## src/rtl/messbauer_diff_discriminator_multichannel_if.sv

```systemverilog
//==============================================================================
// Module      : messbauer_diff_discriminator_multichannel_if
// Description : Control/status bundle between the channel generator side and
//               the multichannel differential discriminator generator.
// Revision    : 1.0 - initial release
//==============================================================================
`timescale 1ns/1ps
`default_nettype none

interface messbauer_diff_discriminator_multichannel_if #(
    parameter int CHANNEL_COUNT = 512,
    parameter int COUNTER_WIDTH = 16
);
    localparam int CW = $clog2(CHANNEL_COUNT);

    logic                     enable;
    logic                     channel;
    logic [1:0]               mode;
    logic [COUNTER_WIDTH-1:0] impulses_per_channel;
    logic [COUNTER_WIDTH-1:0] select_first;
    logic [COUNTER_WIDTH-1:0] select_last;
    logic                     lower_threshold;
    logic                     upper_threshold;
    logic                     busy;
    logic [CW-1:0]            channel_index;
    logic [COUNTER_WIDTH-1:0] passed_count;
    logic                     channel_done;
    logic                     frame_done;
    logic                     overrun;

    modport master (
        output enable, channel, mode, impulses_per_channel, select_first, select_last,
        input  lower_threshold, upper_threshold, busy, channel_index, passed_count,
               channel_done, frame_done, overrun
    );

    modport slave (
        input  enable, channel, mode, impulses_per_channel, select_first, select_last,
        output lower_threshold, upper_threshold, busy, channel_index, passed_count,
               channel_done, frame_done, overrun
    );
endinterface

`default_nettype wire

```

## src/rtl/messbauer_diff_discriminator_multichannel.sv

```systemverilog
//==============================================================================
// Module      : messbauer_diff_discriminator_multichannel
// Description : Per-channel burst generator of lower/upper discriminator
//               impulses with a selection window and per-channel pass count.
// Revision    : 1.0 - initial release
//==============================================================================
`timescale 1ns/1ps
`default_nettype none

module messbauer_diff_discriminator_multichannel #(
    parameter int GCLK_PERIOD                  = 20,
    parameter int LOWER_THRESHOLD_DURATION     = 3,
    parameter int UPPER_THRESHOLD_DURATION     = 1,
    parameter int DISCRIMINATOR_IMPULSES_PAUSE = 10,
    parameter int CHANNEL_COUNT                = 512,
    parameter int COUNTER_WIDTH                = 16
) (
    input  wire logic aclk,
    input  wire logic areset,
    messbauer_diff_discriminator_multichannel_if.slave bus
);

    localparam int c_CW     = $clog2(CHANNEL_COUNT);
    localparam int c_PH_MAX = (LOWER_THRESHOLD_DURATION > DISCRIMINATOR_IMPULSES_PAUSE) ?
                              LOWER_THRESHOLD_DURATION : DISCRIMINATOR_IMPULSES_PAUSE;
    localparam int c_PH_W   = $clog2(c_PH_MAX + 1);

    localparam logic [c_CW-1:0]          c_CH_LAST = c_CW'(CHANNEL_COUNT - 1);
    localparam logic [c_CW-1:0]          c_CH_ONE  = c_CW'(1);
    localparam logic [c_PH_W-1:0]        c_L_LAST  = c_PH_W'(LOWER_THRESHOLD_DURATION - 1);
    localparam logic [c_PH_W-1:0]        c_P_LAST  = c_PH_W'(DISCRIMINATOR_IMPULSES_PAUSE - 1);
    localparam logic [c_PH_W-1:0]        c_U_END   = c_PH_W'(UPPER_THRESHOLD_DURATION);
    localparam logic [c_PH_W-1:0]        c_PH_ONE  = c_PH_W'(1);
    localparam logic [COUNTER_WIDTH-1:0] c_CNT_ONE = COUNTER_WIDTH'(1);

    generate
        if (GCLK_PERIOD <= 0 || UPPER_THRESHOLD_DURATION < 1 ||
            LOWER_THRESHOLD_DURATION < UPPER_THRESHOLD_DURATION + 2 ||
            DISCRIMINATOR_IMPULSES_PAUSE < 1 || CHANNEL_COUNT < 2) begin : g_param_check
            $error("messbauer_diff_discriminator_multichannel: illegal parameter set");
        end
    endgenerate

    typedef enum logic [1:0] {
        S_IDLE       = 2'd0,
        S_LOWER_HIGH = 2'd1,
        S_PAUSE      = 2'd2
    } state_t;

    state_t                   r_state;
    state_t                   w_state_nxt;
    logic [c_PH_W-1:0]        r_ph_cnt;
    logic [c_PH_W-1:0]        w_ph_nxt;
    logic [COUNTER_WIDTH-1:0] r_imp_idx;
    logic [COUNTER_WIDTH-1:0] w_idx_nxt;
    logic [COUNTER_WIDTH-1:0] w_idx_inc;

    logic                     r_sync1, r_sync2, r_sync3, r_edge;
    logic [1:0]               r_mode;
    logic [COUNTER_WIDTH-1:0] r_n, r_first, r_last;

    logic                     r_lower, r_upper, r_busy, r_channel_done, r_frame_done, r_overrun;
    logic [c_CW-1:0]          r_chan;
    logic [COUNTER_WIDTH-1:0] r_passed;
    logic                     r_first_flag, r_burst_last;

    logic                     w_accept, w_busy_edge, w_pass, w_count_pass, w_end, w_upper_nxt;
    logic [c_CW-1:0]          w_chan_adv;

    assign w_accept    = r_edge && bus.enable && (r_state == S_IDLE);
    assign w_busy_edge = r_edge && (r_state != S_IDLE);
    assign w_idx_inc   = r_imp_idx + c_CNT_ONE;

    always_comb begin
        w_chan_adv = r_chan + c_CH_ONE;
        if (r_first_flag || (r_chan == c_CH_LAST)) begin
            w_chan_adv = '0;
        end
    end

    // Mode 3 deliberately falls into the window branch alongside mode 0.
    always_comb begin
        w_pass = 1'b0;
        case (r_mode)
            2'd1:    w_pass = 1'b1;
            2'd2:    w_pass = 1'b0;
            default: w_pass = (r_first <= r_imp_idx) && (r_imp_idx <= r_last);
        endcase
    end

    always_ff @(posedge aclk) begin
        if (areset) begin
            r_state   <= S_IDLE;
            r_ph_cnt  <= '0;
            r_imp_idx <= '0;
        end else begin
            r_state   <= w_state_nxt;
            r_ph_cnt  <= w_ph_nxt;
            r_imp_idx <= w_idx_nxt;
        end
    end

    always_comb begin
        w_state_nxt  = r_state;
        w_ph_nxt     = r_ph_cnt;
        w_idx_nxt    = r_imp_idx;
        w_count_pass = 1'b0;
        w_end        = 1'b0;
        case (r_state)
            S_IDLE: begin
                if (w_accept && (bus.impulses_per_channel != '0)) begin
                    w_state_nxt = S_LOWER_HIGH;
                    w_ph_nxt    = '0;
                    w_idx_nxt   = '0;
                end
            end
            S_LOWER_HIGH: begin
                if (r_ph_cnt == c_L_LAST) begin
                    w_state_nxt  = S_PAUSE;
                    w_ph_nxt     = '0;
                    w_count_pass = w_pass;
                end else begin
                    w_ph_nxt = r_ph_cnt + c_PH_ONE;
                end
            end
            S_PAUSE: begin
                if (r_ph_cnt == c_P_LAST) begin
                    w_ph_nxt = '0;
                    if (w_idx_inc < r_n) begin
                        w_state_nxt = S_LOWER_HIGH;
                        w_idx_nxt   = w_idx_inc;
                    end else begin
                        w_state_nxt = S_IDLE;
                        w_end       = 1'b1;
                    end
                end else begin
                    w_ph_nxt = r_ph_cnt + c_PH_ONE;
                end
            end
            default: begin
                w_state_nxt = S_IDLE;
                w_ph_nxt    = '0;
            end
        endcase
    end

    // Only cycles 1..U of a rejected impulse carry the upper pulse; cycle 0 never does.
    assign w_upper_nxt = (w_state_nxt == S_LOWER_HIGH) && (w_ph_nxt >= c_PH_ONE) &&
                         (w_ph_nxt <= c_U_END) && !w_pass;

    always_ff @(posedge aclk) begin
        if (areset) begin
            r_sync1        <= 1'b0;
            r_sync2        <= 1'b0;
            r_sync3        <= 1'b0;
            r_edge         <= 1'b0;
            r_mode         <= '0;
            r_n            <= '0;
            r_first        <= '0;
            r_last         <= '0;
            r_lower        <= 1'b0;
            r_upper        <= 1'b0;
            r_busy         <= 1'b0;
            r_channel_done <= 1'b0;
            r_frame_done   <= 1'b0;
            r_overrun      <= 1'b0;
            r_chan         <= '0;
            r_passed       <= '0;
            r_first_flag   <= 1'b1;
            r_burst_last   <= 1'b0;
        end else begin
            r_sync1        <= bus.channel;
            r_sync2        <= r_sync1;
            r_sync3        <= r_sync2;
            r_edge         <= r_sync2 && !r_sync3;
            r_lower        <= (w_state_nxt == S_LOWER_HIGH);
            r_upper        <= w_upper_nxt;
            r_busy         <= (w_state_nxt != S_IDLE);
            r_channel_done <= 1'b0;
            r_frame_done   <= 1'b0;
            if (w_accept) begin
                r_mode       <= bus.mode;
                r_n          <= bus.impulses_per_channel;
                r_first      <= bus.select_first;
                r_last       <= bus.select_last;
                r_chan       <= w_chan_adv;
                r_first_flag <= 1'b0;
                r_passed     <= '0;
                r_burst_last <= (w_chan_adv == c_CH_LAST);
                if (bus.impulses_per_channel == '0) begin
                    r_channel_done <= 1'b1;
                    r_frame_done   <= (w_chan_adv == c_CH_LAST);
                end
            end else begin
                if (w_busy_edge) begin
                    r_overrun <= 1'b1;
                    r_chan    <= w_chan_adv;
                end
                if (w_count_pass && (r_passed != '1)) begin
                    r_passed <= r_passed + c_CNT_ONE;
                end
                if (w_end) begin
                    r_channel_done <= 1'b1;
                    r_frame_done   <= r_burst_last;
                end
            end
        end
    end

    assign bus.lower_threshold = r_lower;
    assign bus.upper_threshold = r_upper;
    assign bus.busy            = r_busy;
    assign bus.channel_index   = r_chan;
    assign bus.passed_count    = r_passed;
    assign bus.channel_done    = r_channel_done;
    assign bus.frame_done      = r_frame_done;
    assign bus.overrun         = r_overrun;

endmodule

`default_nettype wire
```

## src/flat_wrapper.sv

```systemverilog
// flat-port wrapper written by rule: the top's interface ports become plain ports
module messbauer_diff_discriminator_multichannel_flat 
#(
    parameter int GCLK_PERIOD                  = 20,
    parameter int LOWER_THRESHOLD_DURATION     = 3,
    parameter int UPPER_THRESHOLD_DURATION     = 1,
    parameter int DISCRIMINATOR_IMPULSES_PAUSE = 10,
    parameter int CHANNEL_COUNT                = 512,
    parameter int COUNTER_WIDTH                = 16
)
  (aclk, areset, bus_enable, bus_channel, bus_mode, bus_impulses_per_channel, bus_select_first, bus_select_last, bus_lower_threshold, bus_upper_threshold, bus_busy, bus_channel_index, bus_passed_count, bus_channel_done, bus_frame_done, bus_overrun);
  messbauer_diff_discriminator_multichannel_if #(.CHANNEL_COUNT(CHANNEL_COUNT), .COUNTER_WIDTH(COUNTER_WIDTH)) bus_i ();
  input  wire logic aclk;
  input  wire logic areset;
  input wire logic [$bits(bus_i.enable)-1:0] bus_enable;
  input wire logic [$bits(bus_i.channel)-1:0] bus_channel;
  input wire logic [$bits(bus_i.mode)-1:0] bus_mode;
  input wire logic [$bits(bus_i.impulses_per_channel)-1:0] bus_impulses_per_channel;
  input wire logic [$bits(bus_i.select_first)-1:0] bus_select_first;
  input wire logic [$bits(bus_i.select_last)-1:0] bus_select_last;
  output wire logic [$bits(bus_i.lower_threshold)-1:0] bus_lower_threshold;
  output wire logic [$bits(bus_i.upper_threshold)-1:0] bus_upper_threshold;
  output wire logic [$bits(bus_i.busy)-1:0] bus_busy;
  output wire logic [$bits(bus_i.channel_index)-1:0] bus_channel_index;
  output wire logic [$bits(bus_i.passed_count)-1:0] bus_passed_count;
  output wire logic [$bits(bus_i.channel_done)-1:0] bus_channel_done;
  output wire logic [$bits(bus_i.frame_done)-1:0] bus_frame_done;
  output wire logic [$bits(bus_i.overrun)-1:0] bus_overrun;
  assign bus_i.enable = bus_enable;
  assign bus_i.channel = bus_channel;
  assign bus_i.mode = bus_mode;
  assign bus_i.impulses_per_channel = bus_impulses_per_channel;
  assign bus_i.select_first = bus_select_first;
  assign bus_i.select_last = bus_select_last;
  assign bus_lower_threshold = bus_i.lower_threshold;
  assign bus_upper_threshold = bus_i.upper_threshold;
  assign bus_busy = bus_i.busy;
  assign bus_channel_index = bus_i.channel_index;
  assign bus_passed_count = bus_i.passed_count;
  assign bus_channel_done = bus_i.channel_done;
  assign bus_frame_done = bus_i.frame_done;
  assign bus_overrun = bus_i.overrun;
  messbauer_diff_discriminator_multichannel #(.GCLK_PERIOD(GCLK_PERIOD), .LOWER_THRESHOLD_DURATION(LOWER_THRESHOLD_DURATION), .UPPER_THRESHOLD_DURATION(UPPER_THRESHOLD_DURATION), .DISCRIMINATOR_IMPULSES_PAUSE(DISCRIMINATOR_IMPULSES_PAUSE), .CHANNEL_COUNT(CHANNEL_COUNT), .COUNTER_WIDTH(COUNTER_WIDTH)) u_core (.aclk(aclk), .areset(areset), .bus(bus_i));
endmodule
```

## config.mk

```make
export PLATFORM = sky130hd
export DESIGN_NAME = messbauer_diff_discriminator_multichannel_flat
export DESIGN_NICKNAME = d
export VERILOG_FILES = /design/src/rtl/messbauer_diff_discriminator_multichannel_if.sv /design/src/rtl/messbauer_diff_discriminator_multichannel.sv /design/src/flat_wrapper.sv
export SDC_FILE = /design/constraint.sdc
export NUM_CORES = 1
export LEC_CHECK = 0
export CAP_MARGIN = 30
export CELL_PAD_IN_SITES_DETAIL_PLACEMENT = 1
export CELL_PAD_IN_SITES_GLOBAL_PLACEMENT = 2
export CORE_AREA = 2 2 140 142
export CTS_BUF_LIST = sky130_fd_sc_hd__clkbuf_16
export DETAILED_ROUTE_END_ITERATION = 10
export DIE_AREA = 0 0 142 144
export PLACE_DENSITY = 0.87
export RECOVER_POWER = 100
export SYNTH_ARGS = -nofsm -noshare
export SYNTH_HDL_FRONTEND = slang
export SYNTH_SLANG_ARGS = --single-unit
```

## constraint.sdc

```tcl
create_clock -name aclk -period 4.15 [get_ports aclk]
set_input_delay 0.415 -clock aclk [delete_from_list [all_inputs] [get_ports aclk]]
set_output_delay 0.415 -clock aclk [all_outputs]
set_load 0.05 [all_outputs]
```

==> flow_summary.toml <==
[synth]
syn-cell-area_sq_um = 5930
synth_most_common_cell = "nand2_1"
avgSynthCellArea_sq_um = 7.86
yosysSeqAreaShare_pct = 36.8
synth_top_area_share_pct = 36.8
yosysTopAreaCell = "dfxtp_1"
async_flop_share_pct = 0
ys_seq_elements = 109
synthFlopType = "dfxtp_1"
synth_warnings = 0
synth_common_cells = "nand2_1, dfxtp_1, a21oi_1"
synth_edf_count = 0
synth_cell_type_count = 58
synth_nets = 861
yosys-top-cells-area = "dfxtp_1, ha_1, nand2_1, a21oi_1, inv_1"
syn_inst = 755

[die]
start_util_pct = 31.1
die_height_um = 144
die-area_sq_um = 20400
core_area_sq_um = 19100
die_w_um = 142
rows = 51
ios = 85

[power]
p_sw_share_pct = 24.5
p_per_area_nw_per_um2 = 293
vdd_ir_drop_max_mv = 0.177
clkPwrFrac_pct = 41.1
p_comb_share_pct = 8.6
power.leakage_nw = 2.76
intPower_w = 0.00161
pwr-share-seq_pct = 50.3
p_sw_w = 0.000521

[detailed_routing]
drt-pass1-iter-count = 5
drt_iter0_drc = 185
routedWlPerCell_um = 15.8
drtAntennaViolNets = 0
viasPerCell = 5.12
drc = 0
via_count = 5476
wl_mm = 16.9

[sta]
setup_ws_ns = 0.315
clock_skew_ns = 0.0103
slew_viol_final = 0
period_share_pct = 92.4
setup_viol = 0
hold_slack_ns = 0.385
finalHoldViolCount = 0
grt_setup_unrepaired = "no"
min_period_ns = 3.83
fmax_ghz = 0.261
worst_slew_margin_rel_pct = 6.08
worst_slew_pin_slew_ns = 1.41
finalSetupTns_ns = 0

[worst_setup_path]
critPathKind = "reg2reg"
worst-path-max-fanout = 10
cp.arrival_ns = 4.04
required_ns = 4.35
start_kind = "flip-flop"
cp_cell_sequence = "ha_1 -> and3_1 -> and3_1 -> nand2_1 -> or4_1 -> xnor2_1 -> ha_1 -> a21o_1 -> a21oi_1 -> o21ai_0 -> nor4_2 -> a21oi_1 -> clkbuf_2 -> o21ai_0 -> a21oi_1"
crit_top_cell = "a21oi_1"
slowest_stage = "or4_1"
cpPeakStageDelay_ns = 0.49
endpoint_kind = "flip-flop"

[job]
cap_viol_max_count = 0

[clock_network]
clock-sinks = 109
cts_buffers = 9
h-tree-depth = 3
cts_buffer_depth = 2
cts-root-buf = "clkbuf_16"
cts_tree = "built"
insertion_delay_ns = 0.35
holdBufCountCts = 0
clk_pin_slew_ns = 0.07

[global_route]
grtUsageTotal_pct = 17.0
grt_overflow = 0
grt_max_degree = 77
grt_pass1_wl_mm = 27.6
grt_pass1_vias = 5456
antenna_found_initial = 0

[layout]
area_growth_pct = 22.4
drive_above_1_share_pct = 4.33
antenna_cells = 0
layout.nets = 932

[outcome]
run_status = "finished clean"

[placement]
gp_congestion = 0.859
dp_slack_ns = 0.116
port_buffers = 84
dp_hpwl_mm = 12.6

[worst_hold_path]
hp-class = "reg2reg"
==> state kept, by name, indices dropped and copies added, names as in the netlist, 2 cells and up <==
name,count
u_core.r_mode,2
u_core.r_imp_idx,16
u_core.r_ph_cnt,4
u_core.r_state,2
u_core.bus.channel_index,9
u_core.bus.passed_count,16
u_core.r_first,16
u_core.r_last,16
u_core.r_n,16
==> power groups by stage <==
stage	clock, W	combinational [W]	sequential (W)
floorplan	0	0.0000969	0.00109
global placement	0	0.000185	0.00110
detailed placement	0	0.000188	0.00110
CTS	0.000903	0.000189	0.00107
global route	0.000939	0.000202	0.00107
finish	0.000874	0.000183	0.00107
==> cell usage in the layout, fill, tap and decap left out, drive strengths merged, types with 3 or more instances in the layout <==
| cell | count |
|---|---|
| buf | 5 |
| a31o | 5 |
| and3 | 12 |
| clkdlybuf4s50 | 52 |
| a21boi | 4 |
| nor2 | 33 |
| nand4 | 18 |
| inv | 59 |
| a211oi | 3 |
| or3 | 9 |
| mux2i | 4 |
| nor4 | 9 |
| nand2 | 139 |
| nand3 | 27 |
| nor2b | 8 |
| and2 | 8 |
| a21oi | 98 |
| nor3b | 8 |
| o31ai | 5 |
| o21ai | 37 |
| o211ai | 3 |
| dfxtp | 109 |
| nor3 | 8 |
| or4 | 4 |
| clkinv | 5 |
| and4 | 3 |
| nand2b | 4 |
| xnor2 | 14 |
| a21o | 7 |
| clkbuf | 14 |
| dlygate4sd3 | 31 |
| a31oi | 7 |
| xor2 | 3 |
| ha | 52 |
==> metal layers <==
metal | vias up | share of wire (%) | track usage [%]
met5 | - | 0 | 0
met4 | 0 | 1.6 | 5.89
met3 | 14 | 2.7 | 1.95
met2 | 83 | 45 | 26.9
met1 | 2610 | 51 | 24.0
li1 | 2769 | - | -
==> metrics by stage <==
step	power [W]	cells	util (%)	area, sq um
floorplan	0.00119	755	-	5930
global placement	0.00128	1053	36.7	7000
detailed placement	0.00128	1053	36.7	7000
CTS	0.00216	1069	38.2	7290
global route	0.00221	1069	38.1	7260
finish	0.00213	1069	38.1	7260
==> cell type report <==
class	instances	area, sq um
fill	2290	11800
multi-input combinational	554	3380
sequential	109	2180
timing repair buffer	93	888
tap	238	298
clock buffer	9	225
inverter	59	221
clock inverter	7	65.1
==> repair_timing <==
| action | 4_1_cts | 5_1_grt |
|---|---|---|
| gates resized for setup | 0 | 2 |
| buffers inserted | 0 | 0 |
| setup endpoints to repair | 0 | 19 |
==> worst max-delay path, delay by kind of cell, from the launching register on <==
kind	cells	cell delay, ns
AND/OR/NAND/NOR	5	1.41
XOR/XNOR	1	0.22
AO/OA/AOI/OAI	6	0.87
flip-flops	1	0.41
buffers and inverters	1	0.22
adder cells (fa/ha/maj)	2	0.53
==> cells by family (layout without fill, tap and decap cells) <==
| family | Yosys count | count (layout) | share of synthesized area, % |
|---|---|---|---|
| flops | 109 | 109 | 36.8 |
| xor+xnor | 17 | 17 | 2.51 |
| compound gates | 184 | 184 | 18.8 |
| simple gates | 297 | 297 | 24.2 |
| fa+ha+maj | 52 | 52 | 11.0 |
| buf+inv | 92 | 168 | 6.11 |
| mux | 4 | 4 | 0.675 |
==> final timing paths <==
path / from / to / slack, ns / depth (start not counted)
min: u_core.r_sync3 / u_core.r_edge / 0.39 / 1
min reg2reg: u_core.r_sync3 / u_core.r_edge / 0.39 / 1
max reg2reg: u_core.r_imp_idx[0] / u_core.r_imp_idx[10] / 0.32 / 15
max: u_core.r_imp_idx[0] / u_core.r_imp_idx[10] / 0.32 / 15
Note: power is estimated with default switching activity, not from simulation.
